**src/rtl/mgt01_div_issue_ctrl_pkg.sv**
```systemverilog
// Shared types and constants for the divide issue controller and its special-case detector.
package mgt01_div_issue_ctrl_pkg;

   typedef enum logic [1:0] {
      DIV_  = 2'd0,
      DIVU_ = 2'd1,
      REM_  = 2'd2,
      REMU_ = 2'd3
   } div_ops_e;

   typedef enum logic [1:0] {
      IDLE    = 2'd0,
      RUN     = 2'd1,
      SPECIAL = 2'd2,
      DONE    = 2'd3
   } div_ctrl_state_e;

   localparam int XLEN_C        = 32;
   localparam int TAG_W_C       = 5;
   localparam int DIV_LATENCY_C = 34;

   localparam logic [XLEN_C-1:0] DIV_ZERO_Q_C = '1;
   localparam logic [XLEN_C-1:0] INT_MIN_C    = 32'h8000_0000;

endpackage

```
**src/rtl/mgt01_div_special_detect.sv**
```systemverilog
// Flags requests whose RISC-V result is fixed by the ISA (divide-by-zero, signed overflow)
// and produces that result directly, so the divide unit never has to run for them.
module mgt01_div_special_detect
   import mgt01_div_issue_ctrl_pkg::*;
#(
   parameter int XLEN = XLEN_C
) (
   input  logic [XLEN-1:0] dividend,
   input  logic [XLEN-1:0] divisor,
   input  div_ops_e        op,
   output logic            is_special,
   output logic [XLEN-1:0] special_result
);

   localparam logic [XLEN-1:0] ALL_ONES = '1;
   localparam logic [XLEN-1:0] INT_MIN  = {1'b1, {(XLEN-1){1'b0}}};

   logic is_rem;
   logic div_by_zero;
   logic overflow;

   always_comb begin
      is_rem         = (op == REM_) || (op == REMU_);
      div_by_zero    = (divisor == '0);
      overflow       = ((op == DIV_) || (op == REM_)) &&
                       (dividend == INT_MIN) && (divisor == ALL_ONES);
      is_special     = div_by_zero || overflow;
      special_result = '0;
      if (div_by_zero) begin
         special_result = is_rem ? dividend : ALL_ONES;
      end else if (overflow) begin
         special_result = is_rem ? '0 : INT_MIN;
      end
   end

endmodule

```
**src/rtl/mgt01_div_issue_ctrl.sv**
```systemverilog
// Single-entry issue controller in front of the fixed-latency divide unit: latches one
// request, resolves special cases locally, times the divider and holds the writeback.
//
//   state   | meaning
//   --------+--------------------------------------------------------------
//   IDLE    | ready for a request; divide unit held in reset
//   RUN     | divide unit clocked; counting its fixed latency
//   SPECIAL | result already known from the operands; one-cycle slot
//   DONE    | result and tag presented until the writeback handshake
module mgt01_div_issue_ctrl
   import mgt01_div_issue_ctrl_pkg::*;
#(
   parameter int XLEN        = XLEN_C,
   parameter int DIV_LATENCY = DIV_LATENCY_C,
   parameter int TAG_W       = TAG_W_C
) (
   input  logic             clk_i,
   input  logic             rst_i,
   input  logic             flush_i,
   input  logic             req_valid_i,
   output logic             req_ready_o,
   input  logic [XLEN-1:0]  req_dividend_i,
   input  logic [XLEN-1:0]  req_divisor_i,
   input  div_ops_e         req_op_i,
   input  logic [TAG_W-1:0] req_rd_i,
   output logic [XLEN-1:0]  div_dividend_o,
   output logic [XLEN-1:0]  div_divisor_o,
   output div_ops_e         div_op_o,
   output logic             div_clk_en_o,
   output logic             div_rst_n_o,
   input  logic [XLEN-1:0]  div_result_i,
   output logic             wb_valid_o,
   input  logic             wb_ready_i,
   output logic [XLEN-1:0]  wb_result_o,
   output logic [TAG_W-1:0] wb_rd_o,
   output logic             busy_o
);

   localparam int               CNT_W    = $clog2(DIV_LATENCY);
   localparam logic [CNT_W-1:0] CNT_LAST = CNT_W'(DIV_LATENCY - 1);

   div_ctrl_state_e  state;
   div_ctrl_state_e  state_nxt;
   logic [CNT_W-1:0] cnt;
   logic [XLEN-1:0]  dividend_q;
   logic [XLEN-1:0]  divisor_q;
   logic [XLEN-1:0]  result_q;
   div_ops_e         op_q;
   logic [TAG_W-1:0] rd_q;
   logic             accept;
   logic             cnt_done;
   logic             is_special;
   logic [XLEN-1:0]  special_result;

   mgt01_div_special_detect #(.XLEN(XLEN)) u_special_detect (
      .dividend       (req_dividend_i),
      .divisor        (req_divisor_i),
      .op             (req_op_i),
      .is_special     (is_special),
      .special_result (special_result)
   );

   assign cnt_done = (cnt == CNT_LAST);

   always_comb begin
      state_nxt    = state;
      accept       = 1'b0;
      req_ready_o  = 1'b0;
      busy_o       = 1'b1;
      div_clk_en_o = 1'b0;
      div_rst_n_o  = 1'b1;
      wb_valid_o   = 1'b0;
      case (state)
         IDLE: begin
            req_ready_o = 1'b1;
            busy_o      = 1'b0;
            div_rst_n_o = 1'b0;
            if (req_valid_i && !flush_i) begin
               accept    = 1'b1;
               state_nxt = is_special ? SPECIAL : RUN;
            end
         end
         RUN: begin
            div_clk_en_o = 1'b1;
            if (cnt_done) state_nxt = DONE;
         end
         SPECIAL: state_nxt = DONE;
         DONE: begin
            wb_valid_o = 1'b1;
            if (wb_ready_i) state_nxt = IDLE;
         end
         default: state_nxt = IDLE;
      endcase
      // Flush wins over every transition and holds the divider in reset so its work is dropped.
      if (flush_i) begin
         state_nxt   = IDLE;
         div_rst_n_o = 1'b0;
      end
   end

   always_ff @(posedge clk_i) begin
      if (rst_i) begin
         state      <= IDLE;
         cnt        <= '0;
         dividend_q <= '0;
         divisor_q  <= '0;
         result_q   <= '0;
         op_q       <= DIV_;
         rd_q       <= '0;
      end else begin
         state <= state_nxt;
         if (accept) begin
            dividend_q <= req_dividend_i;
            divisor_q  <= req_divisor_i;
            op_q       <= req_op_i;
            rd_q       <= req_rd_i;
            cnt        <= '0;
            if (is_special) result_q <= special_result;
         end else if (state == RUN && !flush_i) begin
            cnt <= cnt + CNT_W'(1);
            if (cnt_done) result_q <= div_result_i;
         end
      end
   end

   assign div_dividend_o = dividend_q;
   assign div_divisor_o  = divisor_q;
   assign div_op_o       = op_q;
   assign wb_result_o    = result_q;
   assign wb_rd_o        = rd_q;

endmodule

```
**config.mk**
```make
export PLATFORM = sky130hd
export DESIGN_NAME = mgt01_div_issue_ctrl
export DESIGN_NICKNAME = d
export VERILOG_FILES = /design/src/rtl/mgt01_div_issue_ctrl_pkg.sv /design/src/rtl/mgt01_div_special_detect.sv /design/src/rtl/mgt01_div_issue_ctrl.sv
export SDC_FILE = /design/constraint.sdc
export NUM_CORES = 1
export LEC_CHECK = 0
export CAP_MARGIN = 25
export CORE_UTILIZATION = 30
export DETAILED_ROUTE_END_ITERATION = 7
export HOLD_SLACK_MARGIN = 0.12
export PLACE_DENSITY = 0.65
export SYNTH_ARGS = -nofsm -noshare
export SYNTH_HDL_FRONTEND = slang
export SYNTH_SLANG_ARGS = --single-unit
```
**constraint.sdc**
```tcl
create_clock -name clk_i -period 2.28 [get_ports clk_i]
set_input_delay 0.228 -clock clk_i [delete_from_list [all_inputs] [get_ports clk_i]]
set_output_delay 0.228 -clock clk_i [all_outputs]
set_load 0.05 [all_outputs]
```
# Yosys cells after proc, flatten, opt, wreduce, memory -nomap -nowiden
# Index checks and enable logic that the tools add are counted.
dict set report totals {
  word_cells 57
  inputBits 108
  reg_bits 111
  out_inout_bits 108
}
dict set report classes {
  n_mux 20
  reduce_logical 17
  add_sub_neg 1
  n_eq_ne 12
}
# op count
set ops {}
lappend ops {{32-bit two-way mux} 8}
lappend ops {{32-bit equality test (second input constant)} 2}
lappend ops {{32-bit zero test} 1}
lappend ops {{2-bit equality test (second input constant)} 4}
lappend ops {{2-bit two-way mux} 4}
lappend ops {{2-bit case mux with 4 select lines} 1}
lappend ops {{1-bit two-way mux} 7}
lappend ops {{6-bit by 1-bit adder with 6-bit output (second input constant)} 1}
lappend ops {{6-bit equality test (second input constant)} 1}
lappend ops {{2-bit != test (second input constant)} 3}
lappend ops {{3-bit AND reduction} 2}
lappend ops {{1-bit logical AND} 4}
lappend ops {{2-bit zero test} 2}
lappend ops {{2-bit nonzero test} 2}
lappend ops {{2-bit OR reduction} 2}
lappend ops {{1-bit logical OR} 3}
lappend ops {{2-bit by 1-bit equality test with 1-bit output (second input constant)} 1}
lappend ops {{2-bit by 1-bit != test with 1-bit output (second input constant)} 1}
lappend ops {{1-bit zero test} 1}

# Logic depth before layout (Yosys ltp)
# Gate-level depths: netlist of run 1.
dict set report logic_depth {
  word_depth 8
  mapped_depth 9
  ltp_nobuf 7
}

# Cells and area by module
# From an unflattened synthesis of run 1, not the netlist that was laid out.
dict set report unflattened {
  hier_cells 620
  area_unflattened_um2 5056.1
}
# mod cells_each area_per_inst_um2 instances seq_area_each_um2
set modules_own_cells {}
lappend modules_own_cells {mgt01_div_issue_ctrl 511 4463.0 1 2222.1}
lappend modules_own_cells {mgt01_div_special_detect 109 593.1 1 0.0}

# Least setup slack after synthesis of run 1
# No wires, ideal clock.
dict set report synth_timing {
  path_type {reg2reg}
  from {register state[1]}
  to {register result_q[10], in the netlist wb_result_o[10]}
  path_buffers 1
  setup_time_ns 0.072
  path_slack_ns -0.271
  t_arrival_ns 2.480
  stages_incl_launch_ff 9
  t_required_ns 2.208
  synth_period_minus_slack_ns 2.551
  cell_sequence {dfxtp_1 > inv_1 > ha_1 > inv_1 > nor2_4 > o21ai_0 > a32oi_2 > buf_6 > mux2i_1}
}
dict set report synth_via {
  elab_chain_cells 4
  word_cells_on_any_way 9
  classes_between {eq/ne: 2; mux: 2; reduce/logical: 5}
}
# element line_no
set synth_rtl {}
lappend synth_rtl {{start: declaration} mgt01_div_issue_ctrl.sv:42} ;# div_ctrl_state_e state;
lappend synth_rtl {{start signal: assignment} mgt01_div_issue_ctrl.sv:111} ;# state <= state_nxt;
lappend synth_rtl {{2-bit zero test or 2-bit by 1-bit equality test with 1-bit output (tied branches)} {mgt01_div_issue_ctrl.sv:73, mgt01_div_issue_ctrl.sv:119}}
lappend synth_rtl {{1-bit two-way mux or 1-bit logical AND (tied branches)} {mgt01_div_issue_ctrl.sv:73, mgt01_div_issue_ctrl.sv:119}}
lappend synth_rtl {{2-bit by 1-bit != test with 1-bit output (no line) or 2-bit nonzero test (tied branches)} n/a}
lappend synth_rtl {{3-bit AND reduction (no line)} n/a}
lappend synth_rtl {{end signal: assignment} mgt01_div_issue_ctrl.sv:118} ;# if (is_special) result_q <= special_result;
lappend synth_rtl {{end signal: assignment} mgt01_div_issue_ctrl.sv:121} ;# if (cnt_done) result_q <= div_result_i;
lappend synth_rtl {{end: declaration} mgt01_div_issue_ctrl.sv:47} ;# logic [XLEN-1:0] result_q;
# Parallel ways exist; a longest one is shown, timed or not.
# A chain may end at the register's enable or synchronous reset.

# Final worst setup path of run 1
dict set report layout_timing {
  from {register state[0]}
  to {output port busy_o}
}
dict set report layout_via {
  elab_chain_cells 2
}
# element line_no
set layout_rtl {}
lappend layout_rtl {{2-bit zero test} mgt01_div_issue_ctrl.sv:73} ;# case (state)
lappend layout_rtl {{1-bit two-way mux} mgt01_div_issue_ctrl.sv:73}
lappend layout_rtl {{end: declaration} mgt01_div_issue_ctrl.sv:36} ;# output logic busy_o
# No other way between the ends.

==> results of run 1 <==
area by class of cell:
type,instances,area share
Multi-Input combinational cell,483,0.3277
Inverter,6,0.003144
Clock inverter,5,0.009732
Timing Repair Buffer,284,0.3327
Clock buffer,11,0.02785
Tap cell,220,0.03294
Sequential cell,111,0.2659
worst min-delay path by stage:
stage,end,slack [ps],cells after the start
after floorplan,div_dividend_o[0],360,2
after global placement,div_divisor_o[25],440,2
after detailed placement,div_divisor_o[0],450,2
after CTS,wb_rd_o[3],400,3
after global routing,wb_rd_o[2],420,3
final,wb_rd_o[3],410,3
stage by stage:
stage / total power [W] / hold WS, ps / TNS [ps] / setup WS [ps]
CTS: 0.005061 / 401.8 / 0 / 69.60
global route: 0.005219 / 420.5 / 0 / 4.894
global placement: 0.003338 / 440.7 / -5640 / -178.2
detailed placement: 0.003341 / 445.7 / -8643 / -272.4
floorplan: 0.002761 / 364.0 / 0 / 77.97
finish: 0.005013 / 411.4 / 0 / 98.30
kinds of logic (layout without fill, tap and decap cells):
kind of cell             Yosys count  in the layout  synth area share
buffers and inverters             56            306           0.04686
XOR/XNOR                           4              4          0.006765
AO/OA/AOI/OAI                    115            115            0.1418
flip-flops                       111            111            0.4290
multiplexers                      32             32           0.06184
adder cells (fa/ha/maj)            5              5           0.01208
AND/OR/NAND/NOR                  327            327            0.3017
worst max-delay path, stage by stage (launching register included):
cell             delay (ps)
dfxtp_1                 380
inv_1                    90
ha_4                    190
clkinvlp_4              120
clkdlybuf4s50_1         810
Yosys cell counts, drive strengths merged, types with 3 or more instances:
cell and n:
nand2 179, dfxtp 111, a21oi 72, nand2b 64
clkbuf 47, nor2 41, mux2i 32, o41ai 31
nor4 14, nand4 9, inv 6, ha 5
buf 3, nand3 3, o21ai 3, xor2 3
power by group:
group / total, W / internal [W] / leakage (nW) / switching (W)
Sequential: 0.00207 / 0.00203 / 0.905 / 0.0000463
Combinational: 0.00122 / 0.000523 / 2.20 / 0.000694
Clock: 0.00172 / 0.000968 / 0.150 / 0.000754
registers in the layout (all words and copies together), names as in the netlist:
signal / flops
state: 2
div_divisor_o: 32
wb_rd_o: 5
cnt: 6
div_dividend_o: 32
wb_result_o: 32
div_op_o: 2
per-layer routing:
layer | wire length (um) | part of all wire | up-vias
met1 | 8223 | 0.46 | 2476
met5 | 0 | 0 | -
met3 | 1184 | 0.066 | 28
li1 | - | - | 2713
met2 | 8117 | 0.45 | 162
met4 | 456 | 0.025 | 0
==> flow_summary.yaml, run 1 <==
cells_and_area:
  layout-drive-gt1-share: 0.1044
  fin_area_um2: 8357
  nFillCells: 1662
  ff_latch_area_um2: 2222
  antenna_cells: 0
  fin_util: 0.5004
  syn_to_final_growth_pct: 61.33
  instances_no_fill: 1120
  layout_commonest_cell: "clkdlybuf4s50_1"
  multi_input_area_um2: 2739
  layout.nets: 1008
  layout_common_cells: "214 x clkdlybuf4s50_1, 179 x nand2_1, 111 x dfxtp_1, 72 x a21oi_1, 64 x nand2b_1"
placed_design:
  dpl_cell_area_um2: 8043
  dp_hpwl_um: 13160
  place_congestion: 0.7939
  dp.cells: 1104
  port_buffers: 215
worst_setup_path:
  endpoint: "busy_o"
  cp_data_required_time_ps: 2050
  r2r_end: "wb_result_o[13]"
  cp_data_arrival_time_ps: 1950
  start_kind: "flip-flop"
  ff2ff_path_depth: 9
  crit_path_start: "state[0]"
  cp_max_fo: 6
  endpoint_kind: "output pin"
  critical_path_class: "reg2out"
  r2r_slack_ps: 250
  r2r_start: "state[0]"
yosys:
  mappedNetlistNets: 763
  ys_types: 42
  ys_seq_area_frac: 0.4290
  ys_ff_latch: 111
  yosysTopAreaCell: "dfxtp_1"
  synth_edf_count: 0
  syn_area_per_cell_um2: 7.969
  async_reset_ff_frac: 0
  ys_warn_count: 0
  yosysTopAreaCellShare: 0.4290
  ys.flop_type: "dfxtp_1"
  synthTopCellsByArea: "dfxtp_1 43%, nand2_1 13%, nand2b_1 7.7%"
  syn_inst: 650
  synth_area_um2: 5180
floorplanning:
  ios: 216
  rows: 47
  dieHeight_um: 133.4
  core-area_um2: 16700
  dieArea_um2: 17800
  die_w_um: 133.4
  start_util: 0.3102
cts:
  cts_root_buffer: "clkbuf_16"
  cts_setup_buffers: 0
  cts_buffer_depth: 2
  cts_sinks: 111
  cts_buffers: 9
  hold_buffers: 0
  htree_levels: 3
  ctsResizeCount: 0
  path_clk_slew_ps: 70
  insertion_delay_ps: 360
  cts_tree: "built"
grt:
  antenna_found_initial: 0
  met1_usage: 0.2653
  grt_max_degree: 89
  first_global_vias: 5121
  grt_overflow: 0
  grt_first_pass_wirelength_um: 27830
  gr-usage-met2: 0.3148
  grt_usage: 0.2015
  use_met3: 0.04871
  grt.busiest_layer: "met2"
route:
  drc: 0
  first_iter_violations: 323
  routed_wl_um: 17980
  vias_per_cell: 4.803
  avgRoutedWirePerCell_um: 16.06
  dr.pass1.iters: 5
  vias: 5379
  ant_nets: 0
flow_run:
  drv_cap: 0
worst_hold_path:
  hp-start: "req_rd_i[3]"
  min_path_type: "in2reg"
outcome:
  status: "finished clean"
timing:
  finClkSkew_ps: 9.234
  setup_viol: 0
  period_minus_slack_ps: 2182
  worst_pin_slew_ps: 751.7
  hold_viol_final: 0
  report.final.slew_viol_count: 0
  max_freq_mhz: 458.4
  slew_headroom: 0.4989
  post-route-period-util: 0.9569
  rsz0062_at_grt: "no"
power:
  peakVddDrop_uv: 333.3
  power.leakage_nw: 3.260
  p_per_area_nw_per_um2: 599.8
Power figures use the tool's default switching activity.
==> run 2: changes to the inputs <==
--- a/config.mk
+++ b/config.mk
@@ -8,7 +8,7 @@
 export CAP_MARGIN = 25
 export CORE_UTILIZATION = 30
 export DETAILED_ROUTE_END_ITERATION = 7
-export HOLD_SLACK_MARGIN = 0.12
+export HOLD_SLACK_MARGIN = 0.1
 export PLACE_DENSITY = 0.65
 export SYNTH_ARGS = -nofsm -noshare
 export SYNTH_HDL_FRONTEND = slang
==> results of run 2 <==
No change in the layout: final DEF, timing and power equal those of run 1.
